==> config.mk <==
export PLATFORM = sky130hd
export DESIGN_NAME = blackjack_game_fsm
export DESIGN_NICKNAME = d
export VERILOG_FILES = /design/src/rtl/blackjack_game_fsm_pkg.sv /design/src/rtl/blackjack_game_fsm_hand_accumulator.sv /design/src/rtl/blackjack_game_fsm.sv
export SDC_FILE = /design/constraint.sdc
export NUM_CORES = 1
export LEC_CHECK = 0
export BUFFER_PORTS_ARGS = -buffer_cell sky130_fd_sc_hd__buf_2
export CAP_MARGIN = 0
export CORE_MARGIN = 10
export CORE_UTILIZATION = 56
export CTS_CLUSTER_SIZE = 14
export DETAILED_ROUTE_END_ITERATION = 16
export MAX_ROUTING_LAYER = met4
export PLACE_DENSITY = 0.82
export RECOVER_POWER = 100
export SLEW_MARGIN = 20
export SYNTH_ARGS = -nofsm -noshare
export SYNTH_HDL_FRONTEND = slang
export SYNTH_SLANG_ARGS = --single-unit
==> constraint.sdc <==
create_clock -name clk -period 4 [get_ports clk]
set_input_delay 0.2 -clock clk [delete_from_list [all_inputs] [get_ports clk]]
set_output_delay 0.2 -clock clk [all_outputs]
set_load 0.005 [all_outputs]
==> src/rtl/blackjack_game_fsm_pkg.sv <==
// rtl/blackjack_game_fsm_pkg.sv - shared hand/state types and card normalisation for the blackjack round controller
package blackjack_game_fsm_pkg;

    localparam int HAND_W = 5;

    typedef logic [HAND_W-1:0] hand_t;

    // Original encodings (0..7) are shared with the output stage; new states are appended.
    typedef enum logic [3:0] {
        S_RESET       = 4'd0,
        S_DEAL_DEALER = 4'd1,
        S_DRAW_TO_17  = 4'd2,
        S_RESULT_WIN  = 4'd3,
        S_RESULT_LOSE = 4'd4,
        S_RESULT_TIE  = 4'd5,
        S_RESULT_BUST = 4'd6,
        S_RESULT_BLJK = 4'd7,
        S_DEAL_PLAYER = 4'd8,
        S_CHECK_BLJK  = 4'd9,
        S_PLAYER_TURN = 4'd10,
        S_PLAYER_HIT  = 4'd11,
        S_CHECK_BUST  = 4'd12,
        S_COMPARE     = 4'd13
    } game_state_t;

    function automatic logic [3:0] norm_card(input logic [3:0] v);
        if (v == 4'd0) begin
            return 4'd1;
        end else if (v > 4'd10) begin
            return 4'd10;
        end else begin
            return v;
        end
    endfunction

endpackage

==> src/rtl/blackjack_game_fsm_hand_accumulator.sv <==
// rtl/blackjack_game_fsm_hand_accumulator.sv - running hand total with a registered soft-ace value
module hand_accumulator
    import blackjack_game_fsm_pkg::*;
(
    input  logic       clk,
    input  logic       reset,
    input  logic       clear,
    input  logic       add,
    input  logic [3:0] card,
    output hand_t      value
);

    hand_t raw_q, raw_d;
    logic  ace_q, ace_d;
    hand_t value_q, value_d;
    logic [3:0] card_n;

    assign card_n = norm_card(card);

    always_comb begin
        raw_d = raw_q;
        ace_d = ace_q;
        if (clear) begin
            raw_d = '0;
            ace_d = 1'b0;
        end else if (add) begin
            raw_d = raw_q + {1'b0, card_n};
            ace_d = ace_q | (card_n == 4'd1);
        end
        // One ace may count as 11 only while that keeps the hand at or below 21.
        value_d = (ace_d && (raw_d <= 5'd11)) ? raw_d + 5'd10 : raw_d;
    end

    always_ff @(posedge clk) begin
        if (reset) begin
            raw_q   <= '0;
            ace_q   <= 1'b0;
            value_q <= '0;
        end else begin
            raw_q   <= raw_d;
            ace_q   <= ace_d;
            value_q <= value_d;
        end
    end

    assign value = value_q;

endmodule

==> src/rtl/blackjack_game_fsm.sv <==
// rtl/blackjack_game_fsm.sv - blackjack round sequencer with card request handshake
module blackjack_game_fsm
    import blackjack_game_fsm_pkg::*;
#(
    parameter int unsigned DEALER_STAND = 17,
    parameter int unsigned BLACKJACK    = 21
) (
    input  logic        clk,
    input  logic        reset,
    input  logic        deal,
    input  logic        hit,
    input  logic        stand,
    input  logic [3:0]  card_value,
    input  logic        card_valid,
    output logic        card_req,
    output hand_t       playerHand,
    output hand_t       dealerHand,
    output game_state_t gameState
);

    localparam hand_t STAND_H = hand_t'(DEALER_STAND);
    localparam hand_t BJ_H    = hand_t'(BLACKJACK);

    game_state_t state_q, state_d;
    logic [1:0]  cnt_q, cnt_d;
    logic        card_req_q, card_req_d;
    logic        accept;
    logic        p_clear, p_add, d_clear, d_add;
    hand_t       player_v, dealer_v;

    assign accept = card_req_q && card_valid;

    always_comb begin
        state_d = state_q;
        cnt_d   = cnt_q;
        p_clear = 1'b0;
        p_add   = 1'b0;
        d_clear = 1'b0;
        d_add   = 1'b0;
        case (state_q)
            S_RESET, S_RESULT_WIN, S_RESULT_LOSE, S_RESULT_TIE, S_RESULT_BUST, S_RESULT_BLJK: begin
                if (deal) begin
                    p_clear = 1'b1;
                    d_clear = 1'b1;
                    cnt_d   = 2'd0;
                    state_d = S_DEAL_PLAYER;
                end
            end
            S_DEAL_PLAYER: begin
                if (accept) begin
                    p_add = 1'b1;
                    if (cnt_q == 2'd1) begin
                        cnt_d   = 2'd0;
                        state_d = S_DEAL_DEALER;
                    end else begin
                        cnt_d = cnt_q + 2'd1;
                    end
                end
            end
            S_DEAL_DEALER: begin
                if (accept) begin
                    d_add   = 1'b1;
                    state_d = S_CHECK_BLJK;
                end
            end
            S_CHECK_BLJK: begin
                state_d = (player_v == BJ_H) ? S_RESULT_BLJK : S_PLAYER_TURN;
            end
            S_PLAYER_TURN: begin
                if (stand) begin
                    state_d = S_DRAW_TO_17;
                end else if (hit) begin
                    state_d = S_PLAYER_HIT;
                end
            end
            S_PLAYER_HIT: begin
                if (accept) begin
                    p_add   = 1'b1;
                    state_d = S_CHECK_BUST;
                end
            end
            S_CHECK_BUST: begin
                if (player_v > BJ_H) begin
                    state_d = S_RESULT_BUST;
                end else if (player_v == BJ_H) begin
                    state_d = S_DRAW_TO_17;
                end else begin
                    state_d = S_PLAYER_TURN;
                end
            end
            S_DRAW_TO_17: begin
                // A request is only ever raised while the dealer is below the stand value.
                if (accept) begin
                    d_add = 1'b1;
                end else if (dealer_v >= STAND_H) begin
                    state_d = S_COMPARE;
                end
            end
            S_COMPARE: begin
                if (dealer_v > BJ_H || player_v > dealer_v) begin
                    state_d = S_RESULT_WIN;
                end else if (player_v == dealer_v) begin
                    state_d = S_RESULT_TIE;
                end else begin
                    state_d = S_RESULT_LOSE;
                end
            end
            default: state_d = S_RESET;
        endcase

        // Request drops for one cycle after each acceptance so the next decision sees the updated hand.
        card_req_d = !accept &&
                     ((state_d == S_DEAL_PLAYER) || (state_d == S_DEAL_DEALER) ||
                      (state_d == S_PLAYER_HIT) ||
                      ((state_q == S_DRAW_TO_17) && (state_d == S_DRAW_TO_17) && (dealer_v < STAND_H)));
    end

    always_ff @(posedge clk) begin
        if (reset) begin
            state_q    <= S_RESET;
            cnt_q      <= 2'd0;
            card_req_q <= 1'b0;
        end else begin
            state_q    <= state_d;
            cnt_q      <= cnt_d;
            card_req_q <= card_req_d;
        end
    end

    hand_accumulator u_player (
        .clk   (clk),
        .reset (reset),
        .clear (p_clear),
        .add   (p_add),
        .card  (card_value),
        .value (player_v)
    );

    hand_accumulator u_dealer (
        .clk   (clk),
        .reset (reset),
        .clear (d_clear),
        .add   (d_add),
        .card  (card_value),
        .value (dealer_v)
    );

    assign card_req   = card_req_q;
    assign playerHand = player_v;
    assign dealerHand = dealer_v;
    assign gameState  = state_q;

endmodule

==> impl_metrics.tcl <==
set metrics [dict create \
    status "complete, no violations" \
    relSlewSlack_pct 33.8 \
    grt_max_degree 20 \
    p_leak_uw 0.000861 \
    syn_avg_cell_area_um2 8.07 \
    wl_um 5170 \
    synthFlopType "dfxtp_1" \
    finalHoldViolations 0 \
    hp-class "input pin to flop" \
    synthDistinctLibCells 62 \
    clock-root-buffer "clkbuf_8" \
    multi_input_area_um2 1420 \
    synth_area_um2 2110 \
    clkPwrFrac_pct 31.6 \
    grt.overflow.total 0 \
    synth-edff-count 0 \
    regArea_um2 541 \
    clock_path_buffers 2 \
    clock.fmax_mhz 293 \
    comb_power_share_pct 12.9 \
    cts_resized 0 \
    vias 1979 \
    die_w_um 81.5 \
    synth_cells 262 \
    yosysTopAreaCellShare_pct 25.6 \
    slew_viol_final 0 \
    design.core.area_um2 3660 \
    syn_nets 291 \
    clk_pin_slew_ns 0.10 \
    ant_nets 0 \
    tns_ns 0 \
    antenna_cells 0 \
    finalSetupViolCount 0 \
    cts_hold_buffers 0 \
    area_growth_syn_to_layout_pct 5.86 \
    track_usage_pct 16.9 \
    synthTopCellsByArea "dfxtp_1 (26%), ha_1 (10%), nor2_1 (5.3%), a21oi_1 (4.3%), o21ai_0 (3.8%)" \
    fill_cells 338 \
    fin_crit_ns 3.41 \
    rows 22 \
    wl_met1_um 2370 \
    highest_layer "met4" \
    rsz0062_at_grt "false" \
    seqPwrFrac_pct 55.5 \
    hold_slack_ns 0.311 \
    cts_tree "done" \
    cpMaxStageDelayCell "xor2_1" \
    fin_ws_ns 0.592 \
    peakVddDrop_mv 0.126 \
    yosysTopAreaCell "dfxtp_1" \
    end_kind "flop" \
    ios 25 \
    ys_seq_elements 27 \
    wl_per_cell_um 15.9 \
    layout-drive-gt1-share_pct 8.63 \
    hold_depth 2 \
    numClockSinks 27 \
    grt_pass1_vias 1904 \
    post-dp-hpwl_um 4000 \
    grt_pass1_wl_um 8830 \
    r2r_cells 9 \
    numCtsBuffers 3 \
    fin_nets 308 \
    drtIter0Drc 135 \
    path_class "flop to flop" \
    path_cells "xor2_1, nand2_2, mux2i_1, nor2_1, ha_1, nand2_1, o31a_1, mux2_2, a21o_1" \
    dp_slack_ns 0.873 \
    fp.dieH_um 81.5 \
    start_kind "flop" \
    drt-pass1-iter-count 4 \
    p_sw_share_pct 26.9 \
    tightest_slew_ns 0.990 \
    seq_area_frac_synth_pct 25.6 \
    drc_errors 0 \
    cp.required_ns 4.19 \
    p_int_uw 367 \
    power.density_nw_per_um2 224 \
    wl_met3_um 239 \
    dr_wl_met2_um 2470 \
    synth-async-reset-ratio_pct 0 \
    yosysWarningCount 0 \
    io_buffers 24 \
    place_congestion 0.906 \
    htree_num_levels 1 \
    drv_cap 0 \
    clk-insertion-delay-late_ns 0.28 \
    max_stage_delay_ns 0.84 \
    crit_path_max_fanout 19 \
    drt-vias-per-instance 6.07 \
    period_share_pct 85.2 \
    antenna_found_initial 0 \
    crit_arrival_ns 3.59 \
    timing.clock.skew_ns 0.00718 \
    die_area_um2 6630 \
    initial_utilization_pct 57.8 \
    netSwitchingPower_uw 135 \
    postCtsSetupBuffers 0 \
]
## worst paths after layout
kind                   from                end  slack (ns)
max            gameState[1]  u_dealer.value[4]        0.59
max reg2reg    gameState[1]  u_dealer.value[4]        0.59
min                   reset  u_dealer.raw_q[3]        0.31
min reg2reg  u_player.ace_q     u_player.ace_q        0.48
## critical path: cells and delay by family (launching register included)
| kind | cells | cell delay (ns) |
|---|---|---|
| XOR/XNOR | 1 | 0.84 |
| AND/OR/NAND/NOR | 3 | 0.62 |
| AO/OA/AOI/OAI | 2 | 0.46 |
| adder cells (fa/ha/maj) | 1 | 0.21 |
| flip-flops | 1 | 0.69 |
| multiplexers | 2 | 0.50 |
## routing by layer
metal | vias up | track usage, %
met1 | 925 | 20.9
li1 | 992 | -
met3 | 9 | 2.84
met2 | 53 | 27.0
met4 | 0 | 5.88
met5 | - | -
## sequential cells by signal, summed over array words and instances (netlist names)
register	count
u_dealer.raw_q	5
u_player.raw_q	5
gameState	4
u_dealer.value	4
u_player.value	4
cnt_q	2
card_req	1
u_dealer.ace_q	1
u_player.ace_q	1
## synth_stat cells, drive strengths merged (2+ instances only)
master  count
nand2      10
and2        2
clkbuf      5
mux2        2
nor2       31
xnor2       5
nor3b       3
or3         5
a31oi       6
a211oi      6
ha         17
o21ai      17
nand3      11
o22ai       4
and3        2
nand4b      3
a21oi      18
o21a        2
and4        2
o211ai      5
nand4       5
nor3        5
nor2b       5
dfxtp      27
inv        16
xor2        3
fa          2
a21o        6
mux2i       3
nand2b      3
buf         8
nand3b      2
## area by class of cell
type                            instances  area share, %
Inverter                               16           2.68
Clock buffer                            3           1.84
Clock inverter                          1          0.224
Multi-Input combinational cell        206           63.6
Sequential cell                        27           24.1
Timing Repair Buffer                   25           4.81
Tap cell                               48           2.68
## kinds of logic after synthesis
logic type / synth area share [%]
compound gates: 24.7
mux: 2.66
xor+xnor: 3.67
flops: 25.6
buf+inv: 6.33
fa+ha+maj: 12.4
simple gates: 24.7
## stage by stage
step | cells | cell area (µm²) | total power (µW) | utilization (%)
finish | 326 | 2240 | 502 | 61.1
global route | 326 | 2240 | 526 | 61.1
CTS | 326 | 2270 | 504 | 62.1
detailed placement | 322 | 2230 | 349 | 60.9
global placement | 322 | 2230 | 348 | 60.9
floorplan | 262 | 2110 | 328 | -
## cell usage in the layout (no fill, tap or decap), types with 2 or more instances in the layout
cell / count
o22ai_1: 4
and3_1: 2
nor3_1: 5
dfxtp_1: 27
mux2i_1: 3
and4_1: 2
nor2b_1: 5
nand3b_1: 2
ha_1: 17
o21ai_0: 17
a21o_1: 6
nand4b_1: 3
o211ai_1: 5
nor2_1: 30
a21oi_1: 18
nand4_1: 5
a211oi_1: 6
clkbuf_1: 14
o21a_1: 2
nand2_1: 9
a31oi_1: 6
and2_1: 2
xor2_1: 3
xnor2_1: 5
nor3b_1: 3
clkbuf_8: 3
inv_1: 16
nand2b_1: 3
buf_2: 11
fa_1: 2
nand3_1: 11
or3_1: 5
## power by group through the flow
stage          Combinational [µW]  Sequential, µW  Clock, µW
6_report                     64.8             279        159
5_1_grt                      73.6             279        173
4_1_cts                      64.8             278        161
3_5_place_dp                 64.8             285          0
3_3_place_gp                 63.7             284          0
2_1_floorplan                46.7             281          0
Note: power is estimated with default switching activity, not from simulation.
